$ cat src/rtl/dram_arbiter.sv
// dram_arbiter
//   Shares the single DataRAM port between the CPU MEM stage and a
//   debug/loader port. The CPU has absolute priority on any cycle it
//   touches memory. A debug request is latched and then waits for a
//   CPU-free cycle. If it waits too long, cpu_hold asks the hazard unit
//   to open a memory-free slot.
//
// Parameters
//   ADDR_W        DataRAM word-address width (byte address bits [7:2])
//   DATA_W        DataRAM data width
//   STARVE_LIMIT  blocked debug cycles before cpu_hold asserts (1..15)
//
// Ports
//   clk, reset                  rising-edge clock, async active-high reset
//   cpu_we/cpu_re/cpu_addr/cpu_din   MEM-stage store/load request
//   dbg_req/dbg_we/dbg_addr/dbg_din  debug request (level, held until ack)
//   dbg_ack, dbg_dout           one-cycle completion pulse and read data
//   cpu_hold                    registered stall request to hazard unit
//   ram_addr/ram_din/ram_we     DataRAM port drive
//   ram_dout                    DataRAM synchronous read data. It is also wired
//                               straight to the pipeline outside this block.
module dram_arbiter #(
    parameter int ADDR_W       = 6,
    parameter int DATA_W       = 32,
    parameter int STARVE_LIMIT = 4
) (
    input  logic              clk,
    input  logic              reset,
    input  logic              cpu_we,
    input  logic              cpu_re,
    input  logic [ADDR_W-1:0] cpu_addr,
    input  logic [DATA_W-1:0] cpu_din,
    input  logic              dbg_req,
    input  logic              dbg_we,
    input  logic [ADDR_W-1:0] dbg_addr,
    input  logic [DATA_W-1:0] dbg_din,
    output logic              dbg_ack,
    output logic [DATA_W-1:0] dbg_dout,
    output logic              cpu_hold,
    output logic [ADDR_W-1:0] ram_addr,
    output logic [DATA_W-1:0] ram_din,
    output logic              ram_we,
    input  logic [DATA_W-1:0] ram_dout
);

    typedef enum logic [1:0] {
        IDLE   = 2'd0,
        ACCESS = 2'd1,
        RESP   = 2'd2
    } state_t;

    localparam logic [3:0] LIMIT = 4'(STARVE_LIMIT);

    state_t            state;
    logic              hold_we;
    logic [ADDR_W-1:0] hold_addr;
    logic [DATA_W-1:0] hold_din;
    logic [3:0]        starve_cnt;
    logic [3:0]        starve_nxt;
    logic              cpu_access;

    // Saturating increment of the starvation counter.
    function automatic logic [3:0] sat_inc(input logic [3:0] v);
        return (v == 4'hF) ? v : v + 4'd1;
    endfunction

    assign cpu_access = cpu_we | cpu_re;
    assign starve_nxt = sat_inc(starve_cnt);

    // RAM port mux. The CPU always wins. The latched debug request
    // only reaches the RAM in a CPU-free ACCESS cycle. Otherwise the
    // address and data follow the CPU with writes disabled.
    always_comb begin
        ram_addr = cpu_addr;
        ram_din  = cpu_din;
        ram_we   = 1'b0;
        if (cpu_access) begin
            ram_we = cpu_we;
        end else if (state == ACCESS) begin
            ram_addr = hold_addr;
            ram_din  = hold_din;
            ram_we   = hold_we;
        end
    end

    // The RAM read is synchronous, so its data lands exactly in the RESP
    // cycle. A register here would miss the ack cycle, so this path is
    // combinational.
    assign dbg_dout = (state == RESP && !hold_we) ? ram_dout : '0;

    always_ff @(posedge clk or posedge reset) begin
        if (reset) begin
            state      <= IDLE;
            hold_we    <= 1'b0;
            hold_addr  <= '0;
            hold_din   <= '0;
            starve_cnt <= 4'd0;
            cpu_hold   <= 1'b0;
            dbg_ack    <= 1'b0;
        end else begin
            dbg_ack <= 1'b0;
            case (state)
                IDLE: begin
                    // The request is captured here only. Later changes on
                    // dbg_* are ignored until the FSM returns to IDLE.
                    if (dbg_req) begin
                        hold_we   <= dbg_we;
                        hold_addr <= dbg_addr;
                        hold_din  <= dbg_din;
                        state     <= ACCESS;
                    end
                end
                ACCESS: begin
                    if (cpu_access) begin
                        // Compare against the post-increment count. This makes
                        // cpu_hold rise in the cycle right after the count
                        // reaches the limit.
                        starve_cnt <= starve_nxt;
                        cpu_hold   <= (starve_nxt >= LIMIT);
                    end else begin
                        starve_cnt <= 4'd0;
                        cpu_hold   <= 1'b0;
                        dbg_ack    <= 1'b1;
                        state      <= RESP;
                    end
                end
                RESP: begin
                    state <= IDLE;
                end
                default: begin
                    state <= IDLE;
                end
            endcase
        end
    end

endmodule

$ cat config.mk
export PLATFORM = sky130hd
export DESIGN_NAME = dram_arbiter
export DESIGN_NICKNAME = d
export VERILOG_FILES = /design/src/rtl/dram_arbiter.sv
export SDC_FILE = /design/constraint.sdc
export NUM_CORES = 1
export LEC_CHECK = 0
export CAP_MARGIN = 20
export CORE_UTILIZATION = 37
export DETAILED_ROUTE_END_ITERATION = 12
export PLACE_DENSITY = 0.86
export SKIP_CTS_REPAIR_TIMING = 1
export SLEW_MARGIN = 5
export SYNTH_ARGS = -nofsm -noshare
export SYNTH_HDL_FRONTEND = slang
export SYNTH_SLANG_ARGS = --single-unit
$ cat constraint.sdc
create_clock -name clk -period 2.4 [get_ports clk]
set_input_delay 0.24 -clock clk [delete_from_list [all_inputs] [get_ports clk]]
set_output_delay 0.24 -clock clk [all_outputs]
set_load 0.01 [all_outputs]
==> results.py, run 1 <==
metrics = {
    "floorplan": {
        "io_pins": 187,
        "die_w_um": 84.9,
        "placementRows": 29,
        "die_y_um": 84.9,
        "dieArea_um2": 7210,
        "core_um2": 6490,
        "start_util": 0.392,
    },
    "final_layout": {
        "instances_no_fill": 472,
        "final_area_um2": 4700,
        "num_antenna_cells": 0,
        "layout.nets": 511,
        "regArea_um2": 1180,
        "drive_gt1_frac": 0.251,
        "area_growth_pct": 84.9,
        "utilization": 0.724,
        "filler_cell_count": 460,
        "multi_input_area_um2": 1300,
    },
    "logic_synthesis": {
        "synth-simple-area-share": 0.130,
        "synth_enable_flop_cells": 0,
        "syn_area_per_cell_um2": 12.7,
        "synthXorXnorAreaFrac": 0,
        "synthTopCellsByArea": "dfrtp_1 (46%), mux2_2 (32%), and2_1 (7.9%), mux2_1 (2.2%), buf_6 (1.8%)",
        "syn-num-nets": 315,
        "ys_async_sr_fraction": 1.00,
        "synth_cells": 200,
        "yosysMostFrequentCell": "mux2_2",
        "synth-compound-area-share": 0.0261,
        "synth_top_family_by_area": "multiplexers",
        "synth_seq_cells": 47,
        "syn-cell-area_um2": 2540,
        "synth.top_cells.by_count": "mux2_2 (72), dfrtp_1 (47), and2_1 (32)",
        "synth_top_cell_area_share": 0.462,
        "yosysWarnings": 0,
        "synthAdderAreaFrac": 0.00492,
        "synthMuxAreaShare": 0.341,
        "synth_top_cell_by_area": "dfrtp_1",
        "ys_seq_area_frac": 0.462,
        "synth_ff_type": "dfrtp_1",
        "synth_cell_type_count": 32,
    },
    "sta": {
        "rsz0062_at_grt": "no",
        "min_period_ns": 2.34,
        "setup_viol": 0,
        "slew_headroom": 0.676,
        "fmax_mhz": 427,
        "final-hold-violation-count": 0,
        "report.final.slew_viol_count": 0,
        "worstMarginPinSlew_ns": 0.485,
        "fin_crit_sh": 0.976,
        "fin_hold_ws_ns": 0.290,
        "skew_ns": 0.00460,
    },
    "critical_path": {
        "cp.required_ns": 2.16,
        "rr_worst_depth": 3,
        "cp.arrival_ns": 2.10,
        "path_common_cell": "clkdlybuf4s50_1",
        "r2r-end": "hold_din[19]",
        "worstSetupPathType": "primary input to primary output",
        "rr_startpoint": "state[0]",
        "crit_path_top_delay_cell": "clkdlybuf4s50_1",
        "critPathLaunch": "cpu_we",
        "slowest_delay_ns": 0.48,
        "cp-start-kind": "primary input",
        "end_kind": "primary output",
        "regToRegSetupSlack_ns": 0.81,
        "cp_cell_sequence": "clkdlybuf4s50_1, or2_4, nor2_8, buf_12, mux2_2, clkdlybuf4s50_1",
        "crit_path_max_fanout": 14,
    },
    "grt": {
        "grt_use_total": 0.204,
        "grt_pass1_vias": 2329,
        "grt_pass1_wl_um": 11400,
        "grt-ovfl-total": 0,
        "antenna_found_initial": 0,
        "grt_max_degree": 33,
    },
    "placed_design": {
        "place.gp.congestion": 0.815,
        "dp.cells": 459,
        "dp_hpwl_um": 5740,
        "dpl-instance-area_um2": 4530,
        "port_buffers": 186,
    },
    "cts": {
        "clk_pin_slew_ns": 0.07,
        "numCtsBuffers": 5,
        "cts_buffer_depth": 2,
        "htree_levels": 2,
        "root_buffer": "clkbuf_8",
        "cts_sinks": 47,
        "insertion_delay_ns": 0.29,
        "cts_tree": "yes",
    },
    "detailed_routing": {
        "via_per_inst": 4.84,
        "route.vias.total": 2283,
        "drc_errors": 15,
        "routed_wl_um": 7190,
        "wl_per_cell_um": 15.2,
        "ant_nets": 0,
        "firstDrtPassIters": 10,
        "drt-initial-drc-count": 164,
    },
    "run_status": {
        "violations": "DRC",
        "status": "finished, violations left",
    },
    "job": {
        "cap_violations": 0,
    },
    "power": {
        "powerDensity_nw_per_um2": 704,
        "p_leak_nw": 2.04,
        "vdd_drop_max_v": 0.000394,
        "totalPowerFinal_mw": 3.31,
    },
    "worst_hold_path": {
        "min_path_type": "primary input to asynchronous set/reset pin",
    },
}
power by group:
part           switching (mW)  internal (mW)  total, mW
Clock                   0.234          0.194      0.429
Combinational           0.514          0.957       1.47
Sequential              0.237           1.17       1.41
Total                   0.985           2.33       3.31
worst max path at each step:
stage / slack, ns / depth (start not counted) / end
floorplan: 0.84 / 4 / ram_addr[1]
global placement: 0.03 / 6 / ram_din[3]
detailed placement: 0.009 / 6 / ram_din[5]
CTS: -0.09 / 5 / ram_din[1]
global route: 0.0004 / 6 / ram_din[6]
finish: 0.06 / 6 / ram_din[2]
critical path, delay by kind of cell:
kind                   cells  cell delay (ns)
muxes                      1             0.34
and+or+nand+nor            2             0.44
buffers and inverters      3             1.07
sequential cells by signal, indices dropped and copies added, names as in the netlist:
signal,cells
hold_addr,6
hold_din,32
starve_cnt,4
hold_we,1
state,2
cpu_hold,1
dbg_ack,1
placed cells by master (no fill, tap or decap), types with 2 or more instances in the layout:
cell type / synthesis / routed
a21oi_1: 2 / 2
a31oi_1: 2 / 2
and2_1: 32 / 32
and3_1: 2 / 2
buf_12: 0 / 3
buf_4: 1 / 12
clkbuf_8: 0 / 5
clkdlybuf4s50_1: 0 / 169
dfrtp_1: 47 / 46
dlymetal6s2s_1: 0 / 17
mux2_1: 5 / 5
mux2_2: 72 / 72
nand2_1: 4 / 4
nor3_1: 2 / 2
logic make-up (layout without fill, tap and decap cells):
| kind of cell | count (synthesis) | after routing |
|---|---|---|
| buffers and inverters | 14 | 209 |
| AOI/OAI and AO/OA | 10 | 10 |
| and+or+nand+nor | 51 | 51 |
| DFF | 47 | 47 |
| adders and majority gates | 1 | 1 |
| muxes | 77 | 77 |
per-layer routing:
layer	vias to the layer above	routed length (um)	track usage
li1	1093	-	-
met1	1071	2550	0.215
met2	115	3930	0.390
met3	4	647	0.0642
met4	0	57	0.0570
met5	-	0	0
final cells by class:
type                    count  share of cell area
inverters                   2             0.00160
clock buffers               6              0.0154
repair buffers            201               0.437
multi-input cells         139               0.276
well taps                  77              0.0205
flip-flops and latches     47               0.250
through the flow:
| stage | setup TNS, ns | worst slack, ns |
|---|---|---|
| after global routing | 0 | 0.000403 |
| final | 0 | 0.0579 |
| after detailed placement | 0 | 0.00929 |
| after global placement | 0 | 0.0269 |
| after CTS | -2.49 | -0.0899 |
| after floorplan | 0 | 0.842 |
No activity file was read; power rests on OpenSTA's default activity.
==> run 2, diff against run 1 <==
Settings changed: CORE_UTILIZATION 37 to 25, GPL_ROUTABILITY_DRIVEN set to 0, PLACE_DENSITY 0.86 to unset.
==> results.py, run 2 (synthesis gave the netlist of run 1 again) <==
metrics = {
    "final_layout": {
        "area_growth_pct": 93.2,
        "filler_cell_count": 944,
        "reg.largest.list": "hold_din: 32 flops, hold_addr: 6 flops, starve_cnt: 4 flops",
        "final_common_cell": "clkdlybuf4s50_1",
        "largest_reg_flops": 32,
        "num_antenna_cells": 0,
        "layout.nets": 521,
        "instances_no_fill": 538,
        "drive_gt1_frac": 0.269,
        "layout_common_cells": "clkdlybuf4s50_1 (149), mux2_2 (72), dfrtp_1 (46)",
        "regMostFlops": "hold_din",
    },
    "power": {
        "p_clk_frac": 0.132,
        "totalPowerFinal_mw": 3.35,
        "power_frac_seq": 0.420,
        "p_sw_mw": 1.00,
        "vdd_drop_max_v": 0.000284,
        "powerDensity_nw_per_um2": 681,
        "combPwrFrac": 0.448,
        "p_int_mw": 2.34,
        "swShare": 0.300,
        "p_leak_nw": 2.28,
    },
    "critical_path": {
        "regToRegSetupSlack_ns": 0.88,
        "worstSetupPathType": "primary input to primary output",
        "cp.arrival_ns": 2.08,
        "cp-start-kind": "primary input",
        "rr_startpoint": "state[0]",
        "end_kind": "primary output",
        "cp.required_ns": 2.16,
        "r2r-end": "hold_din[18]",
        "rr_worst_depth": 3,
        "crit_path_max_fanout": 11,
    },
    "cts": {
        "cts_tree": "yes",
        "cts_sinks": 47,
        "htree_levels": 2,
        "clk_pin_slew_ns": 0.08,
        "numCtsBuffers": 5,
        "root_buffer": "clkbuf_8",
        "insertion_delay_ns": 0.29,
        "cts_buffer_depth": 2,
    },
    "floorplan": {
        "core_um2": 9820,
        "io_pins": 187,
        "die_w_um": 103,
        "start_util": 0.259,
        "dieArea_um2": 10600,
        "placementRows": 36,
        "die_y_um": 103,
    },
    "grt": {
        "grt_pass1_vias": 2222,
        "grt_pass1_wl_um": 10900,
        "grt_max_degree": 33,
        "grt-ovfl-total": 0,
        "grt_use_total": 0.135,
        "antenna_found_initial": 0,
    },
    "detailed_routing": {
        "route.vias.total": 2332,
        "via_per_inst": 4.33,
        "ant_nets": 0,
        "drc_errors": 0,
        "drt-initial-drc-count": 25,
        "firstDrtPassIters": 3,
        "wl_per_cell_um": 14.3,
        "routed_wl_um": 7720,
    },
    "placed_design": {
        "port_buffers": 186,
        "dp.cells": 514,
        "pre_cts_slack_ns": -0.0202,
        "dp_hpwl_um": 5800,
    },
    "sta": {
        "fin_crit_sh": 0.968,
        "final-hold-violation-count": 0,
        "fin_ws_ns": 0.0775,
        "fmax_mhz": 431,
        "slew_headroom": 0.639,
        "report.final.slew_viol_count": 0,
        "min_period_ns": 2.32,
        "rsz0062_at_grt": "no",
        "setup_viol": 0,
        "worstMarginPinSlew_ns": 0.540,
        "tns_ns": 0,
        "skew_ns": 0.00342,
    },
    "run_status": {
        "status": "finished clean",
    },
    "worst_hold_path": {
        "min_path_type": "primary input to asynchronous set/reset pin",
    },
    "job": {
        "cap_violations": 0,
    },
}
run 2: changes by cell type in the layout (fill, tap and decap cells not counted):
cell	previous run	this run
buf_4	12	21
clkbuf_16	0	1
clkdlybuf4s50_1	169	149
dlymetal6s2s_1	17	37
run 2: worst max path at each step:
stage	startpoint	to	slack, ns	cells after the start
2_1_floorplan	state[1]	ram_addr[1]	0.84	4
3_3_place_gp	cpu_we	ram_addr[1]	0.01	6
3_5_place_dp	cpu_we	ram_din[22]	-0.02	6
4_1_cts	state[1]	ram_din[22]	-0.08	5
5_1_grt	cpu_we	ram_din[1]	0.02	6
6_report	cpu_we	ram_din[1]	0.08	6
run 2: critical path, stage by stage:
cell and delay [ns]:
clkdlybuf4s50_1 0.44, or2_4 0.28, nor2_8 0.17, buf_12 0.15, mux2_2 0.32, clkdlybuf4s50_1 0.47
run 2: metal layers:
layer	up-vias	part of all wire	wire (um)	track usage
met5	-	0	0	0
met4	0	0.0083	64	0.0325
met3	6	0.11	867	0.0475
met2	124	0.51	3960	0.256
met1	1092	0.37	2820	0.141
li1	1110	-	-	-
run 2: power by group through the flow:
stage / Combinational [mW] / Sequential (mW) / Clock, mW
after floorplan: 0.880 / 1.33 / 0
after detailed placement: 1.47 / 1.42 / 0
after CTS: 1.47 / 1.41 / 0.466
after global placement: 1.44 / 1.43 / 0
after global routing: 1.63 / 1.46 / 0.499
final: 1.50 / 1.41 / 0.442
run 2: per-stage QoR:
step	utilization	cell area (um2)	hold WS, ns
detailed placement	0.468	4590	0.472
global placement	0.468	4590	0.474
finish	0.501	4920	0.301
global route	0.501	4920	0.356
floorplan	-	2540	0.375
CTS	0.475	4660	0.319
run 2: area by class of cell:
| type | instances | area, um2 | share of cell area |
|---|---|---|---|
| tap | 133 | 166 | 0.0338 |
| multi-input combinational | 139 | 1300 | 0.264 |
| sequential | 47 | 1180 | 0.239 |
| inverter | 2 | 7.51 | 0.00153 |
| timing repair buffer | 211 | 2200 | 0.447 |
| clock buffer | 6 | 72.6 | 0.0148 |
